--- src/rtl/difftest_step_scheduler.sv ---
// difftest_step_scheduler: batches per-cycle commit step counts into single
// outstanding nstep requests, tracks the sticky checker result and throttles
// the core before the step accumulator can overflow.
module difftest_step_scheduler #(
    parameter int STEP_W  = 8,
    parameter int CNT_W   = 16,
    parameter int BATCH   = 64,
    parameter int TIMEOUT = 1024
) (
    input  logic              clock,
    input  logic              reset,
    input  logic [STEP_W-1:0] step_in,
    input  logic              flush,
    output logic              step_stall,
    output logic              req_valid,
    input  logic              req_ready,
    output logic [CNT_W-1:0]  req_nstep,
    input  logic              rsp_valid,
    input  logic [7:0]        rsp_result,
    output logic [7:0]        simv_result,
    output logic              perf_dump,
    output logic              busy,
    output logic              proto_err
);

    localparam int IDLE_W = (TIMEOUT > 1) ? $clog2(TIMEOUT + 1) : 1;
    localparam logic [CNT_W-1:0]  BATCH_V   = CNT_W'(BATCH);
    localparam logic [IDLE_W-1:0] TIMEOUT_V = IDLE_W'(TIMEOUT);
    // 2^CNT_W - 2^(STEP_W+1), written as the complement of the low mask
    localparam logic [CNT_W-1:0]  STALL_TH  = ~CNT_W'((1 << (STEP_W + 1)) - 1);

    typedef enum logic [1:0] {
        S_IDLE,
        S_REQ,
        S_WAIT,
        S_HALT
    } state_t;

    state_t              state;
    state_t              state_next;
    logic [CNT_W-1:0]    acc;
    logic [CNT_W-1:0]    acc_next;
    logic [CNT_W:0]      acc_sum;
    logic                acc_ovf;
    logic [IDLE_W-1:0]   idle_cnt;
    logic                launch;
    logic [CNT_W-1:0]    nstep_r;
    logic [7:0]          simv_r;
    logic                proto_r;
    logic                stall_r;

    // Saturating accumulator update, launch decision and next-state logic
    always_comb begin
        acc_sum    = {1'b0, acc} + (CNT_W + 1)'(step_in);
        acc_ovf    = 1'b0;
        acc_next   = acc;
        launch     = 1'b0;
        state_next = state;
        if (state != S_HALT) begin
            acc_ovf  = acc_sum[CNT_W];
            acc_next = acc_ovf ? '1 : acc_sum[CNT_W-1:0];
        end
        case (state)
            S_IDLE: begin
                launch = (acc_next >= BATCH_V)
                       || (flush && (acc_next != '0))
                       || ((TIMEOUT != 0) && (idle_cnt >= TIMEOUT_V) && (acc != '0));
                if (launch) state_next = S_REQ;
            end
            S_REQ: begin
                if (req_ready) state_next = S_WAIT;
            end
            S_WAIT: begin
                if (rsp_valid) state_next = (rsp_result == 8'd0) ? S_IDLE : S_HALT;
            end
            S_HALT: state_next = S_HALT;
            default: state_next = S_IDLE;
        endcase
    end

    // State, accumulator, idle counter, request payload and sticky flags
    always_ff @(posedge clock) begin
        if (reset) begin
            state    <= S_IDLE;
            acc      <= '0;
            idle_cnt <= '0;
            nstep_r  <= '0;
            simv_r   <= '0;
            proto_r  <= 1'b0;
            stall_r  <= 1'b0;
        end else begin
            state   <= state_next;
            stall_r <= (acc_next >= STALL_TH) || (state_next == S_HALT);
            if (acc_ovf || (rsp_valid && (state != S_WAIT))) proto_r <= 1'b1;
            case (state)
                S_IDLE: begin
                    if (launch) begin
                        nstep_r  <= acc_next;
                        acc      <= '0;
                        idle_cnt <= '0;
                    end else begin
                        acc <= acc_next;
                        if (acc_next == '0) idle_cnt <= '0;
                        else if (idle_cnt != '1) idle_cnt <= idle_cnt + 1'b1;
                    end
                end
                S_REQ: begin
                    acc      <= acc_next;
                    idle_cnt <= '0;
                end
                S_WAIT: begin
                    acc      <= acc_next;
                    idle_cnt <= '0;
                    if (rsp_valid && (rsp_result != 8'd0)) simv_r <= rsp_result;
                end
                default: ;
            endcase
        end
    end

    assign req_valid   = (state == S_REQ);
    assign req_nstep   = nstep_r;
    assign step_stall  = stall_r;
    assign simv_result = simv_r;
    assign perf_dump   = (simv_r != 8'd0);
    assign busy        = (state != S_IDLE) || (acc != '0);
    assign proto_err   = proto_r;

endmodule

--- config.mk ---
export PLATFORM = sky130hd
export DESIGN_NAME = difftest_step_scheduler
export DESIGN_NICKNAME = d
export VERILOG_FILES = /design/src/rtl/difftest_step_scheduler.sv
export SDC_FILE = /design/constraint.sdc
export NUM_CORES = 1
export LEC_CHECK = 0
export ABC_AREA = 0
export CORE_UTILIZATION = 52
export CTS_CLUSTER_SIZE = 40
export DETAILED_ROUTE_END_ITERATION = 8
export PLACE_DENSITY = 0.82
export SETUP_SLACK_MARGIN = 0.3
export SLEW_MARGIN = 20
export SYNTH_ARGS = -nofsm -noshare
export SYNTH_HDL_FRONTEND = slang
export SYNTH_SLANG_ARGS = --single-unit
--- constraint.sdc ---
create_clock -name clock -period 3.7 [get_ports clock]
set_input_delay 0.74 -clock clock [delete_from_list [all_inputs] [get_ports clock]]
set_output_delay 0.74 -clock clock [all_outputs]
set_load 0.005 [all_outputs]
* Word-level counts from Yosys, hierarchy flattened *
Cells that the tools add are included.

cells by class
  reductions and logical operators = 22
  equality and inequality tests = 8
  add/subtract/negate cells = 2
  muxes and demuxes = 15
  order comparisons = 3

operators with widths
  kind                   count
  $mux 16                3
  $mux 11                3
  $pmux 16 s2            1
  $reduce_bool 16->1     2
  $pmux 11 s2            1
  $add 16x8->17          1
  $ge 16x16->1 const B   1
  $ge 16x7->1 const B    1
  $logic_not 16->1       1
  $reduce_bool 8->1      2
  $add 11x1->11 const B  1
  $ge 11x11->1 const B   1
  $ne 11x11->1 const B   1
  $logic_not 8->1        1
  $mux 2                 4
  $pmux 2 s4             1
  $eq 2x2->1 const B     3
  $reduce_and 2->1       3
  $logic_or 1x1->1       5
  $logic_and 1x1->1      4
  $ne 2x2->1 const B     2
  $ne 4x4->1 const B     1
  $reduce_bool 2->1      2
  $eq 2x1->1 const B     1
  other kinds (3)        4

storage, ports and cells
  logic and storage cells = 57
  register bits = 55

* Depth between registers and ports, before layout *
Gate-level depths: netlist (run 1).

  word-level depth = 11
  depth in mapped cells = 13

* Worst setup path before layout (run 1) *
No wires, ideal clock.

  kind = input to register
  start = input port step_in[0]
  end = register nstep_r[10], in the netlist req_nstep[10]
  buffers on the path = 2
  required time = 3.572 ns
  library setup time = 0.128 ns
  stages = 13
  path slack = 0.324 ns
  data arrival time = 3.249 ns
  path through = ha_1 > fa_1 > a211oi_2 > o21a_2 > a21boi_2 > o41ai_2 > nand3_1 > a22o_1 > o21ai_2 > buf_6 > buf_6 > mux2i_1 > nor2_1

between the ends
  cells in the longest elaborated chain, start to end = 9

ends and longest elaborated chain
  item                                                                 line  RTL
  start: declaration                                                   12    input logic [STEP_W-1:0] step_in,
  $add 16x8->17 (*)                                                    54    acc_sum = {1'b0, acc} + (CNT_W + 1)'(step_in);
  $mux 16 (*)                                                          61    acc_next = acc_ovf ? '1 : acc_sum[CNT_W-1:0];
  $mux 16 (*)                                                          59    if (state != S_HALT) begin
  parallel branches: the longest is 6 deep, another holds $ge 16x7->1  n/a
  end signal: assignment                                               98    nstep_r <= acc_next;
  end: declaration                                                     47    logic [CNT_W-1:0] nstep_r;

Mark *: on every way between the ends.
A chain may end at the register's enable or synchronous reset.

* Worst setup path in the final report (run 1) *
  start = input port step_in[0]
  end = register stall_r, in the netlist step_stall

between the ends
  cells in the longest elaborated chain, start to end = 11

ends and longest elaborated chain
  item                                                                 line  RTL
  $add 16x8->17 (*)                                                    54
  $mux 16 (*)                                                          61
  $mux 16 (*)                                                          59
  parallel branches: the longest is 7 deep, another holds $ge 16x7->1  n/a
  $logic_or 1x1->1 (*)                                                 93    stall_r <= (acc_next >= STALL_TH) || (state_next == S_HALT);
  end signal: assignment                                               93
  end: declaration                                                     50    logic stall_r;

Marks and branches as above.

==> metrics.md, run 1 <==
| Metric | Value |
|---|---|
| Chip width | around 83 µm |
| Worst path top cell family by delay | compound AO/OA/AOI/OAI gates |
| Via-to-Cell Ratio | 6.42 |
| Worst-path clk slew | about 0.10 ns |
| Clock Skews | 0.00434 ns |
| Layout area overhead | 31.5% |
| Die Y | approximately 83 µm |
| FF-to-FF Start | acc[0] |
| Post-synth EDFFs | 0 |
| Post-DP HPWL | about 6.2 mm |
| Critical Path RT | between 3 and 4 ns |
| Gr ovfl total | 0 |
| Worst Setup SP | step_in[0] |
| Worst Path Max Fanout | 3 |
| Critical Path AT | 3.73 ns |
| Post-route antenna net violation count | 0 |
| Number of fill cells in the layout | around 470 |
| Worst Path Buf+Inv | 2 |
| Final WS setup | 0.206 ns |
| Busiest grt layer | met2 |
| Async SR Flop Fraction | 0% |
| Final min period | ~3.5 ns |
| Placed cells | ~520 |
| Share of cells above drive strength 1 | a little under a fifth |
| CP Cell Sequence | buf_2 -> ha_4 -> fa_2 -> a211oi_4 -> o21a_2 -> a21boi_2 -> o41ai_2 -> nand3_1 -> a22o_1 -> buf_4 -> o31a_1 -> a311o_1 -> o22ai_2 |
| CTS Buf Count | 5 |
| Routed WL | 9.93 mm |
| Max clock buf depth | 2 |
| Main flop type after synthesis | dfxtp_1 |
| Htree depth | 2 |
| Placer congestion estimate | roughly 0.87 |
| Hold Path Origin | req_nstep[3] |
| I/O Pins | 50 |
| Core ar. | approximately 6300 µm² |
| Commonest non-fill, non-tap cells in the layout | 55 x dfxtp_1, 44 x nor2_1, 43 x clkdlybuf4s50_1 |
| # rows | 29 |
| Unrepaired setup endpoints after global routing | true |
| Startpoint Class | primary input |
| Delay of the slowest critical-path stage | 0.38 ns |
| Routed length per instance | ~18 µm |
| Max transition margin | a little under a third |
| Status | complete, no violations |
| DR iter-0 viols | 322 |
| Fin. Hold Viols | 0 |
| Cells after synthesis | around 400 |
| Clock tree sinks | 55 |
| Vias in the first global route | 3033 |
| Pre-CTS setup slack | -0.277 ns |
| Worst Tran Pin Value | 1.03 ns |
| Number of remaining DRC errors | 0 |
| Met2 Use GR | a little over two fifths |
| Tightest Hold Check Type | reg -> reg |
| Ys Warns | 0 |
| Met1 global-route usage | 35.5% |
| PortBufs | roughly 50 |
| TritonRoute pass-1 iters | 5 |
| Critical path class | in -> reg |
| Synth cell types | 62 |
| Initial antenna violation count | 0 |
| Endpoints failing setup | 0 |
| Max Freq | 0.286 GHz |
| Worst VDD drop | 0.425 mV |
| Fin crit share | 94.4% |
| M3 GR Usage | 4.95% |
| Synthesized net count | 437 |
| Cell area after synthesis | about 3400 µm² |
| Pin count of the biggest net entering global routing | 35 |
| Seq/Total Area, Yosys | between 30% and 40% |
| PD cells | around 680 nW/µm² |
| Post-synthesis area per instance | around 8.5 µm² |
| Critical-path top delay cell | o41ai_2 |
| All-Layer GR Usage | 26.9% |
| CTS tree | yes |
| Commonest non-fill, non-tap cell in the layout | dfxtp_1 |
| Initial core utilization | ~54% |
| Max Slew Vio Count | 0 |
| Max cap viols | 0 |
| Nets | 498 |
| Static Leak | roughly 1.7 nW |
| Number of synthesized register bits | 55 |
| First-pass GRT wire length | 14.1 mm |
| Non-filler instance count after layout | about 540 |
| Worst skew pair latency | 0.32 ns |
| Via count | 3455 |
| Setup crit end kind | flip-flop |
| Die area | approximately 6800 µm² |
| Antenna diodes | 0 |
| Root buffer cell | clkbuf_8 |
==> cell families after synthesis <==
| group | Yosys count | synth area share, % |
|---|---|---|
| adders and majority gates | 17 | 6.52 |
| DFF | 55 | 32.6 |
| and+or+nand+nor | 149 | 22.0 |
| muxes | 23 | 6.85 |
| xor gates and xnor gates | 9 | 2.33 |
| AOI/OAI and AO/OA | 104 | 23.8 |
| buffers and inverters | 42 | 5.92 |
==> stage by stage <==
step | hold slack (ns) | cell area, µm² | total power [W] | util [%] | TNS [ns]
2_1_floorplan | 0.448 | 3380 | 0.00178 | - | 0
3_3_place_gp | 0.453 | 4000 | 0.00215 | 63.4 | -5.89
3_5_place_dp | 0.452 | 4000 | 0.00218 | 63.4 | -9.87
5_1_grt | 0.513 | 4450 | 0.00316 | 70.4 | 0
4_1_cts | 0.465 | 4240 | 0.00279 | 67.1 | 0
6_report | 0.464 | 4450 | 0.00301 | 70.4 | 0
==> Yosys cell counts (all sizes together), types with 3 or more instances <==
library cell  instances  area share (%)
nand3                12             1.8
nand2b                4            0.74
and3                  6             1.1
nor4                  9             1.7
xnor2                 7             1.8
nor2                 47             5.2
nor3                  8             1.2
a31oi                 6             1.3
ha                   16             5.9
dfxtp                55              33
clkbuf               10             1.1
nand4                13             2.6
o21ai                17             3.2
mux2i                22             6.5
a22o                 15             3.9
a21oi                19             2.8
o211ai               12             2.7
o21a                  5             1.1
buf                  15             2.9
or2                   3            0.56
nor3b                 5             1.3
nor2b                 7             1.3
a211oi                6             1.8
nand2                30             3.3
a21o                  3            0.67
inv                  17             1.9
o211a                 3            0.89
==> final timing paths <==
kind         slack, ns           end  cells after the start
max               0.21    step_stall                     13
min reg2reg       0.46  req_nstep[3]                      2
min               0.46  req_nstep[3]                      2
max reg2reg       0.33    step_stall                     12
==> sequential cells by signal, summed over array words and instances (netlist names) <==
register,flops
step_stall,1
idle_cnt,11
simv_result,8
req_nstep,16
proto_err,1
acc,16
state,2
==> metal layers <==
metal	wire length, µm	share of wire (%)
met5	0	0
met4	385	3.9
met3	778	7.8
met2	4580	46
met1	4180	42
==> timing repair <==
| action | 4_1_cts | 5_1_grt |
|---|---|---|
| setup endpoints to repair | 45 | 45 |
| buffers inserted | 5 | 1 |
| pin swaps | 12 | 18 |
| hold buffers | 0 | 0 |
| resized for setup | 20 | 33 |
| gates cloned | 2 | 0 |
==> where the power goes <==
part / internal [W] / switching (W) / leakage, nW / total [W]
Sequential: 0.000690 / 0.000113 / 0.448 / 0.000803
Clock: 0.000154 / 0.000205 / 0.0516 / 0.000358
Combinational: 0.000919 / 0.000930 / 1.21 / 0.00185
Total: 0.00176 / 0.00125 / 1.71 / 0.00301
==> worst min-delay path, stage by stage, from the launching register on <==
cell	delay [ns]
dfxtp_1	0.33
nand2_1	0.05
a21oi_1	0.05
==> final cells by class <==
cell class | instances | area (µm²) | share of cell area (%)
Multi-Input combinational cell | 302 | 2300 | 51.8
Sequential cell | 55 | 1100 | 24.8
Inverter | 17 | 63.8 | 1.44
Clock buffer | 6 | 82.6 | 1.86
Tap cell | 77 | 96.3 | 2.17
Clock inverter | 2 | 13.8 | 0.310
Timing Repair Buffer | 79 | 785 | 17.6
(Power assumes the default switching activity.)
==> run 2, diff against run 1 <==
- clock period: 3.7 -> 4.2 ns (I/O delays scaled with it)
==> run 2 against run 1 <==
Clock skew is 0.00075 ns higher. Design area shrank 8.4%. Routed wire length down 18%. Utilization is 5.9 points lower. Clock-buffer cell count is 1 lower. Setup slack better by 0.22 ns. Global-route usage shrank 1.7 points.
==> metrics.md, run 2 (same netlist as run 1, synthesis figures left out) <==
| Metric | Value |
|---|---|
| Status | complete, no violations |
| Hold-critical path depth | 2 |
| Placed cells | 507 |
| Nets | approximately 480 |
| Post-route antenna net violation count | 0 |
| Max clock buf depth | 2 |
| Pin count of the biggest net entering global routing | 35 |
| FF-to-FF End | step_stall |
| Worst hold path endpoint | req_nstep[3] |
| Endpoints failing setup | 0 |
| Initial core utilization | between 50% and 60% |
| Worst skew pair latency | ~0.32 ns |
| Tightest Hold Check Type | reg -> reg |
| Critical path class | in -> reg |
| Postcts setup bufs | 0 |
| Final Cell Area | ~4100 µm² |
| First-pass GRT wire length | around 13 mm |
| Worst Path Buf+Inv | 1 |
| Worst path top cell family by delay | compound AO/OA/AOI/OAI gates |
| Gr ovfl total | 0 |
| Worst Path Max Fanout | 4 |
| Delay of the slowest critical-path stage | 0.40 ns |
| Fin Setup TNS | 0 ns |
| Post-place instance area | 3890 µm² |
| Fin. Hold Viols | 0 |
| Non-filler instance count after layout | around 520 |
| # rows | 29 |
| R2R cell count | 11 |
| Post-cts repair resize count | 0 |
| Routed length per instance | between 15 and 20 µm |
| FF-to-FF Start | acc[0] |
| Max transition margin | just over 30% |
| Initial antenna violation count | 0 |
| Critical Path RT | 4.45 ns |
| DR iter-0 viols | roughly 220 |
| Share of cells above drive strength 1 | under 10% |
| Core ar. | approximately 6300 µm² |
| Worst-path clk slew | roughly 0.10 ns |
| Via count | ~3100 |
| Post-DP HPWL | around 5.9 mm |
| Startpoint Class | primary input |
| Clock tree sinks | 55 |
| R2R setup slack | between 0.9 and 1 ns |
| TritonRoute pass-1 iters | 4 |
| Layout area overhead | 20.5% |
| Chip width | a little over 80 µm |
| Worst Tran Pin Value | between 1 and 1.5 ns |
| Clock Skews | about 0.005 ns |
| Final WS setup | ~0.43 ns |
| Vias in the first global route | 2806 |
| Static Leak | 1.52 nW |
| Fin crit share | between 80% and 90% |
| CTS Buf Count | 5 |
| Worst Setup SP | step_in[0] |
| Placer congestion estimate | between 0.8 and 0.9 |
| CP Cell Sequence | clkdlybuf4s50_1 -> ha_1 -> fa_2 -> a211oi_4 -> o21a_2 -> a21boi_2 -> o41ai_2 -> nand3_2 -> a22o_1 -> o31a_1 -> a311o_1 -> o22ai_2 |
| PortBufs | 49 |
| Setup crit end kind | flip-flop |
| Routed WL | about 8.1 mm |
| I/O Pins | 50 |
| CTS tree | yes |
| PD cells | about 580 nW/µm² |
| Commonest non-fill, non-tap cell in the layout | dfxtp_1 |
| Worst VDD drop | roughly 0.38 mV |
| Max Freq | 0.265 GHz |
| Number of remaining DRC errors | 0 |
| Htree depth | 2 |
| Via-to-Cell Ratio | about 6.1 |
| Unrepaired setup endpoints after global routing | true |
| All-Layer GR Usage | about a quarter |
| Critical Path AT | 4.02 ns |
| Hold Path Origin | req_nstep[3] |
| Pre-CTS setup slack | 0.0153 ns |
| Hold buffer count at CTS | 0 |
| Commonest non-fill, non-tap cells in the layout | 55 x dfxtp_1, 49 x clkdlybuf4s50_1, 47 x nor2_1 |
| Max cap viols | 0 |
| Max Slew Vio Count | 0 |
| Die Y | 82.6 µm |
| Die area | just under 7000 µm² |
| Critical-path top delay cell | clkdlybuf4s50_1 |
| Root buffer cell | clkbuf_8 |
| Final min period | roughly 3.8 ns |
| Antenna diodes | 0 |
run 2: layout make-up:
class / instances / area (µm²)
fillers: 540 / 2240
multi-input cells: 302 / 2120
flip-flops and latches: 55 / 1100
repair buffers: 56 / 547
well taps: 77 / 96.3
clock inverters: 3 / 71.3
clock buffers: 5 / 68.8
inverters: 17 / 63.8
run 2: how the worst max path moves through the flow:
stage | end | slack (ns) | depth (start not counted)
CTS | acc[2] | 0.33 | 12
global route | acc[6] | 0.25 | 12
finish | step_stall | 0.43 | 12
floorplan | req_nstep[10] | 0.72 | 13
detailed placement | acc[2] | 0.02 | 12
global placement | idle_cnt[2] | 0.15 | 12
run 2: layer usage:
layer / global-route usage [%] / wire length, µm
met1: 34.2 / 3710
met2: 40.1 / 3750
met3: 4.73 / 496
met4: 8.45 / 150
met5: 0 / 0
run 2: power by group:
group	internal [W]	total, W	switching, W
clock network	0.000242	0.000425	0.000183
logic	0.000553	0.00123	0.000674
registers	0.000608	0.000696	0.0000883
total	0.00140	0.00235	0.000946
run 2: worst reg2reg max path, delay by kind of cell, from the launching register on:
family | cells | cell delay, ns
adder cells (fa/ha/maj) | 2 | 0.63
AND/OR/NAND/NOR | 1 | 0.17
flip-flops | 1 | 0.37
AO/OA/AOI/OAI | 8 | 1.97
run 2: per-stage QoR:
stage	power (W)	util (%)	hold WS (ns)
floorplan	0.00157	-	0.448
global placement	0.00185	61.6	0.442
detailed placement	0.00187	61.6	0.445
CTS	0.00230	63.8	0.460
global route	0.00251	64.5	0.507
finish	0.00235	64.5	0.458
==> run 3, diff against run 2 <==
- CTS_CLUSTER_DIAMETER: unset -> 100
==> results of run 3 <==
No change in the layout: final DEF, timing and power equal those of run 2.
